$ cat src/rtl/im_loader.sv
// Program loader: takes a 16-bit instruction count and then 4 bytes per instruction
// over valid/ready, writes 26-bit words to IM and releases the CPU when the load completes.
module im_loader #(
    parameter int unsigned       INSTR_W   = 26,
    parameter int unsigned       ADDR_W    = 16,
    parameter logic [ADDR_W-1:0] BASE_ADDR = '0,
    parameter int unsigned       MAX_WORDS = 1024
) (
    input  logic               CLK,
    input  logic               RST,
    input  logic               LOAD,
    input  logic [7:0]         IN_DATA,
    input  logic               IN_VALID,
    output logic               IN_READY,
    output logic               IM_WE,
    output logic [ADDR_W-1:0]  IM_ADDR,
    output logic [INSTR_W-1:0] IM_WDATA,
    output logic               CPU_START,
    output logic               BUSY,
    output logic               ERROR,
    output logic [ADDR_W-1:0]  WORD_CNT
);

    // Handshake: a byte moves on a rising edge where IN_VALID and IN_READY are both 1.
    // IN_READY comes from a flop that only tracks the state, never IN_VALID.
    typedef enum logic [2:0] {
        IDLE, HDR_HI, HDR_LO, DATA, WRITE, DONE, ERR
    } state_e;

    localparam logic [15:0] MAX_CNT = 16'(MAX_WORDS);

    state_e              state_q, state_d;
    logic [15:0]         count_q, count_d;
    logic [ADDR_W-1:0]   idx_q, idx_d;
    logic [1:0]          bcnt_q, bcnt_d;
    logic [INSTR_W-1:0]  word_q, word_d;
    logic                in_ready_q, in_ready_d;
    logic                im_we_q, im_we_d;
    logic [ADDR_W-1:0]   im_addr_q, im_addr_d;
    logic [INSTR_W-1:0]  im_wdata_q, im_wdata_d;
    logic                cpu_start_q, cpu_start_d;
    logic                busy_q, busy_d;
    logic                error_q, error_d;
    logic                xfer;
    logic [ADDR_W-1:0]   idx_inc;

    assign xfer    = IN_VALID && in_ready_q;
    assign idx_inc = idx_q + ADDR_W'(1);

    always_comb begin
        state_d     = state_q;
        count_d     = count_q;
        idx_d       = idx_q;
        bcnt_d      = bcnt_q;
        word_d      = word_q;
        in_ready_d  = in_ready_q;
        im_we_d     = 1'b0;
        im_addr_d   = im_addr_q;
        im_wdata_d  = im_wdata_q;
        cpu_start_d = cpu_start_q;
        busy_d      = busy_q;
        error_d     = error_q;

        case (state_q)
            IDLE, DONE, ERR: begin
                if (LOAD) begin
                    state_d     = HDR_HI;
                    in_ready_d  = 1'b1;
                    cpu_start_d = 1'b0;
                    error_d     = 1'b0;
                    idx_d       = '0;
                    busy_d      = 1'b1;
                end
            end
            HDR_HI: begin
                if (xfer) begin
                    count_d[15:8] = IN_DATA;
                    state_d       = HDR_LO;
                end
            end
            HDR_LO: begin
                if (xfer) begin
                    count_d = {count_q[15:8], IN_DATA};
                    if (count_d == 16'd0) begin
                        state_d     = DONE;
                        in_ready_d  = 1'b0;
                        busy_d      = 1'b0;
                        cpu_start_d = 1'b1;
                    end else if (count_d > MAX_CNT) begin
                        state_d    = ERR;
                        in_ready_d = 1'b0;
                        busy_d     = 1'b0;
                        error_d    = 1'b1;
                    end else begin
                        state_d = DATA;
                        bcnt_d  = 2'd0;
                    end
                end
            end
            DATA: begin
                if (xfer) begin
                    // Big-endian: byte 0 only carries the top INSTR_W-24 bits.
                    case (bcnt_q)
                        2'd0:    word_d[INSTR_W-1:24] = IN_DATA[INSTR_W-25:0];
                        2'd1:    word_d[23:16]        = IN_DATA;
                        2'd2:    word_d[15:8]         = IN_DATA;
                        default: word_d[7:0]          = IN_DATA;
                    endcase
                    bcnt_d = bcnt_q + 2'd1;
                    if (bcnt_q == 2'd3) begin
                        state_d    = WRITE;
                        in_ready_d = 1'b0;
                        im_we_d    = 1'b1;
                        im_addr_d  = BASE_ADDR + idx_q;
                        im_wdata_d = word_d;
                    end
                end
            end
            WRITE: begin
                idx_d = idx_inc;
                if (idx_inc == ADDR_W'(count_q)) begin
                    state_d     = DONE;
                    busy_d      = 1'b0;
                    cpu_start_d = 1'b1;
                end else begin
                    state_d    = DATA;
                    in_ready_d = 1'b1;
                    bcnt_d     = 2'd0;
                end
            end
            default: state_d = IDLE;
        endcase
    end

    always_ff @(posedge CLK or posedge RST) begin
        if (RST) begin
            state_q     <= IDLE;
            count_q     <= '0;
            idx_q       <= '0;
            bcnt_q      <= '0;
            word_q      <= '0;
            in_ready_q  <= 1'b0;
            im_we_q     <= 1'b0;
            im_addr_q   <= '0;
            im_wdata_q  <= '0;
            cpu_start_q <= 1'b0;
            busy_q      <= 1'b0;
            error_q     <= 1'b0;
        end else begin
            state_q     <= state_d;
            count_q     <= count_d;
            idx_q       <= idx_d;
            bcnt_q      <= bcnt_d;
            word_q      <= word_d;
            in_ready_q  <= in_ready_d;
            im_we_q     <= im_we_d;
            im_addr_q   <= im_addr_d;
            im_wdata_q  <= im_wdata_d;
            cpu_start_q <= cpu_start_d;
            busy_q      <= busy_d;
            error_q     <= error_d;
        end
    end

    assign IN_READY  = in_ready_q;
    assign IM_WE     = im_we_q;
    assign IM_ADDR   = im_addr_q;
    assign IM_WDATA  = im_wdata_q;
    assign CPU_START = cpu_start_q;
    assign BUSY      = busy_q;
    assign ERROR     = error_q;
    assign WORD_CNT  = idx_q;

endmodule
$ cat config.mk
export PLATFORM = sky130hd
export DESIGN_NAME = im_loader
export DESIGN_NICKNAME = d
export VERILOG_FILES = /design/src/rtl/im_loader.sv
export SDC_FILE = /design/constraint.sdc
export NUM_CORES = 1
export LEC_CHECK = 0
export ABC_AREA = 1
export CAP_MARGIN = 20
export CORE_ASPECT_RATIO = 1.5
export CORE_UTILIZATION = 32
export DETAILED_ROUTE_END_ITERATION = 6
export MAX_ROUTING_LAYER = met4
export PLACE_DENSITY = 0.6
export REMOVE_ABC_BUFFERS = 1
export SYNTH_ARGS = -nofsm -noshare
export SYNTH_HDL_FRONTEND = slang
export SYNTH_SLANG_ARGS = --single-unit
$ cat constraint.sdc
create_clock -name CLK -period 10.8 [get_ports CLK]
set_clock_uncertainty 0.1 [all_clocks]
set_input_delay 2.16 -clock CLK [delete_from_list [all_inputs] [get_ports CLK]]
set_output_delay 2.16 -clock CLK [all_outputs]
set_load 0.005 [all_outputs]
After elaboration in Yosys (flattened, before gate mapping)
Index checks and enable logic that the tools add are counted.
- mux-type cells: 45
- $lt $le $gt $ge: 1
- eq/ne operators: 22
- reduce and logical (&&, ||, !) cells: 22
- $add $sub $neg: 2
- bitwise operators: 1
- operator list (cell ; count):
    $mux W8 ; 4
    $pmux W16 S2 ; 1
    $mux W3 ; 8
    $ne A2 B2 Y1 const B ; 11
    $reduce_and A5 Y1 ; 4
    $mux W1 ; 18
    $add A16 B1 Y16 const B ; 1
    $eq A16 B16 Y1 ; 1
    $gt A16 B11 Y1 const B ; 1
    $logic_not A16 Y1 ; 1
    $mux W16 ; 1
    $pmux W8 S2 ; 1
    $pmux W3 S5 ; 1
    $mux W2 ; 6
    $eq A3 B3 Y1 const B ; 3
    $reduce_and A7 Y1 ; 1
    $eq A3 B2 Y1 const B ; 2
    $pmux W1 S3 ; 2
    $pmux W2 S3 ; 1
    $reduce_and A2 Y1 ; 3
    $reduce_and A3 Y1 ; 2
    $reduce_and A6 Y1 ; 1
    $reduce_bool A3 Y1 ; 2
    $reduce_or A3 Y1 ; 2
    other kinds (13) ; 15
- bits in registers: 110
- output and inout bits: 63
- logic and storage cells: 106
- input bits: 12

Depth between registers and ports, before layout
- depth after elaboration: 5
- mapped depth: 16
- depth with buffers taken out: 16

Worst setup path after synthesis
OpenSTA, ideal clock, no wires.
- kind: in2reg
- from: in IN_DATA[2]
- to: reg in_ready_q, in the netlist IN_READY
- arrival time: 3148 ps
- library setup time: 117 ps
- cell stages on the path: 10
- setup slack: 7435 ps
- required time: 10583 ps
- buffers on the path: 0
- cells stage by stage: inv_1 nand3_1 nor3_1 nand2_1 nand2_1 nor2_1 nor3b_1 nand2_1 nand2_1 nand2_1
- word-level cells in the longest chain between the ends: 4
- elaborated cells on any way between the ends: 7
- classes of those cells: order compare: 1; eq/ne: 1; mux: 3; reduce/logical: 2
- RTL lines (item ; RTL line ; text):
    start, declared ; 12 ; input logic [7:0] IN_DATA,
    parallel branches: the longest is 4 deep, another holds $gt A16 B11 Y1 ; -- ;
    end signal, assigned ; 155 ; in_ready_q <= in_ready_d;
    end, declared ; 37 ; logic in_ready_q, in_ready_d;
Parallel ways; which one is timed is not known. The select of a mux whose other input is x is not followed.
A chain may end at the register's enable or synchronous reset.

Final worst setup path
- from: in IN_VALID
- to: reg im_wdata_q[7], in the netlist IM_WDATA[7]
- word-level cells in the longest chain between the ends: 2
- RTL lines (item ; RTL line ; text):
    start, declared ; 13 ; input logic IN_VALID,
    $logic_and A1 B1 Y1 ; 47 ; assign xfer = IN_VALID && in_ready_q;
    $reduce_and A3 Y1 (no source line) ; -- ;
    end signal, assigned ; 158 ; im_wdata_q <= im_wdata_d;
    end, declared ; 40 ; logic [INSTR_W-1:0] im_wdata_q, im_wdata_d;
No other way between the ends.

==> flow_summary.json <==
{
  "outcome": "completed",
  "use_met2": 0.290,
  "rsz0062_at_grt": "no",
  "synth_common_cells": "nand2_1 (231), dfrtp_1 (102), o21ai_0 (79), inv_1 (72), nor2_1 (55)",
  "place_congestion": 0.854,
  "grt_overflow": 0,
  "period_needed_ns": 4.53,
  "post-synth-top-area-fraction": 0.503,
  "finalSetupTns_ns": 0,
  "track_usage": 0.167,
  "syn_area_sq_um": 5080,
  "hold_viol_final": 0,
  "clk_pin_slew_ns": 0.07,
  "crit_family": "buffers and inverters",
  "ir_drop_mv": 0.0699,
  "grt_pass1_wl_microns": 21000,
  "drv_slew": 0,
  "multi_input_area_sq_um": 2170,
  "whs_ns": 0.375,
  "fp.dieArea_sq_um": 16400,
  "vias": 4342,
  "arrival_ns": 4.66,
  "tritoncts": "done",
  "worst_slew_pin_slew_ns": 0.794,
  "layout-drive-gt1-share": 0.0556,
  "clock_sinks": 102,
  "stdcell_area_sq_um": 6320,
  "ys_ff_latch": 102,
  "antenna_found_initial": 0,
  "cts-buffers-inserted": 9,
  "syn2layout_area_growth_pct": 24.5,
  "grt_pass1_vias": 4330,
  "power.density_nw_per_um2": 116,
  "ctsHoldBuffers": 0,
  "synth_seq_area_share": 0.503,
  "ys_async_sr_fraction": 1.00,
  "core_sq_um": 15600,
  "max_stage_delay_ns": 0.81,
  "timing_worst_setup_path_type": "primary input to flop",
  "yosysWarnings": 0,
  "synth_top_cell_by_area": "dfrtp_1",
  "crit_buf_inv": 3,
  "fp-row-count": 56,
  "htreeDepth": 3,
  "critPathRequiredTime_ns": 10.94,
  "cpMostUsedCell": "nor2_1",
  "start_util": 0.326,
  "postPlaceCellArea_sq_um": 6020,
  "busiest_layer": "met2",
  "grt_util_met3": 0.0200,
  "die_w_microns": 105,
  "grt_max_degree": 62,
  "cts_setup_buffers": 0,
  "clk_path_buf_depth": 2,
  "path_cells": "clkdlybuf4s50_1 > nand2_1 > nor2_4 > nand2_2 > buf_4 > clkinv_1 > nor2_1 > nor2_1",
  "total_leakage_power_nw": 3.24,
  "synthDistinctLibCells": 31,
  "root_buffer": "clkbuf_16",
  "hpwl_microns": 8940,
  "synth-edff-count": 0,
  "ctsResizeCount": 0,
  "worst_path_max_delay_cell": "clkinv_1",
  "relSlewSlack": 0.467,
  "fin_nets": 750,
  "cap_violations": 0,
  "setup_viol": 0,
  "gr-usage-met1": 0.197,
  "synthTopCellsByArea": "dfrtp_1 (50%), nand2_1 (17%), o21ai_0 (7.8%), inv_1 (5.3%), nor2_1 (4.1%)",
  "port_buffers": 74,
  "critPathMaxFanout": 59,
  "die_h_microns": 156,
  "ant_nets": 0,
  "cp-end-kind": "flop",
  "fmax_mhz": 221,
  "detail_route.wirelength_microns": 12300,
  "p_total_w": 0.000733,
  "min-delay-path-class": "flop to flop",
  "wire_per_inst_microns": 13.1,
  "diodes": 0,
  "drt_pre_antenna_iters": 4,
  "n_fill_cell": 1645,
  "clock_latency_ns": 0.35,
  "vias_per_cell": 4.61,
  "ios": 75,
  "postSynthAreaPerCell_sq_um": 7.65,
  "regArea_sq_um": 2550,
  "finalCritPeriodShare": 0.419,
  "start_kind": "primary input",
  "syn_inst": 664,
  "synth.most_common_cell": "nand2_1",
  "drtIter0Drc": 231,
  "yosys_most_used_dff": "dfrtp_1",
  "drc_errors": 0
}
-- stage by stage --
step                 util  setup slack, ns  cells
floorplan               -             5.86    645
global placement    0.387             5.93    925
detailed placement  0.387             5.85    925
CTS                 0.406             6.21    941
global route        0.406             5.92    941
finish              0.406             6.27    941
-- per-layer routing --
metal | up-vias | share of wire
met2 | 86 | 0.50
met5 | - | 0
met1 | 1986 | 0.45
li1 | 2248 | -
met4 | 0 | 0.025
met3 | 22 | 0.024
-- path summary, 6_finish.rpt --
path,start,slack [ns],cells after the start,to
worst max-delay path,IN_VALID,6.27,8,IM_WDATA[7]
max in group asynchronous,RST,7.33,3,BUSY
worst min register to register,BUSY,0.38,2,BUSY
worst max register to register,state_q[0],7.88,9,IM_WDATA[7]
min in group asynchronous,RST,2.10,2,IM_ADDR[1]
worst min-delay path,BUSY,0.38,2,BUSY
-- report_power, final --
group	total (W)	switching, W	internal, W
registers	0.000382	0	0.000382
logic	0.0000163	0.0000119	0.00000434
clock network	0.000336	0.000152	0.000183
-- flip-flops by register name, indices dropped and copies added (netlist names), 2 cells and up --
name,flops
IM_ADDR,16
IM_WDATA,26
WORD_CNT,16
bcnt_q,2
count_q,16
state_q,3
word_q,18
-- tightest hold or removal path, stage by stage, from the launching register on --
cell,delay (ns)
dfrtp_1,0.35
nand2_1,0.05
nand2_1,0.05
-- cell families after synthesis --
logic type,after synthesis,synth area share
flip-flops,102,0.503
XOR/XNOR,4,0.00961
adder cells (fa/ha/maj),5,0.0123
AND/OR/NAND/NOR,361,0.302
AO/OA/AOI/OAI,99,0.102
buffers and inverters,93,0.0707
-- cells in the final DEF, fill, tap and decap left out, types with 2 or more instances in the layout --
master | Yosys | routed
o21ai_1 | 3 | 3
inv_6 | 0 | 2
inv_1 | 72 | 71
nor3_1 | 3 | 3
dfrtp_1 | 102 | 102
o22ai_1 | 11 | 11
nand2_2 | 6 | 6
a21oi_1 | 3 | 3
nor2_1 | 55 | 55
clkbuf_16 | 0 | 9
nand3_1 | 36 | 36
nor2_4 | 5 | 5
nand3b_1 | 4 | 4
ha_1 | 5 | 5
buf_4 | 0 | 3
clkdlybuf4s50_1 | 0 | 74
nor4_1 | 2 | 2
nand2_1 | 231 | 231
nand4_1 | 9 | 9
nor2_2 | 6 | 6
xor2_1 | 2 | 2
o21ai_0 | 79 | 79
-- area by class of cell --
cell class,instances,area share
Sequential cell,102,0.404
Multi-Input combinational cell,469,0.343
Timing Repair Buffer,77,0.121
Inverter,74,0.0443
Tap cell,203,0.0402
Clock buffer,9,0.0356
Clock inverter,7,0.0127
Note: power is estimated with default switching activity, not from simulation.
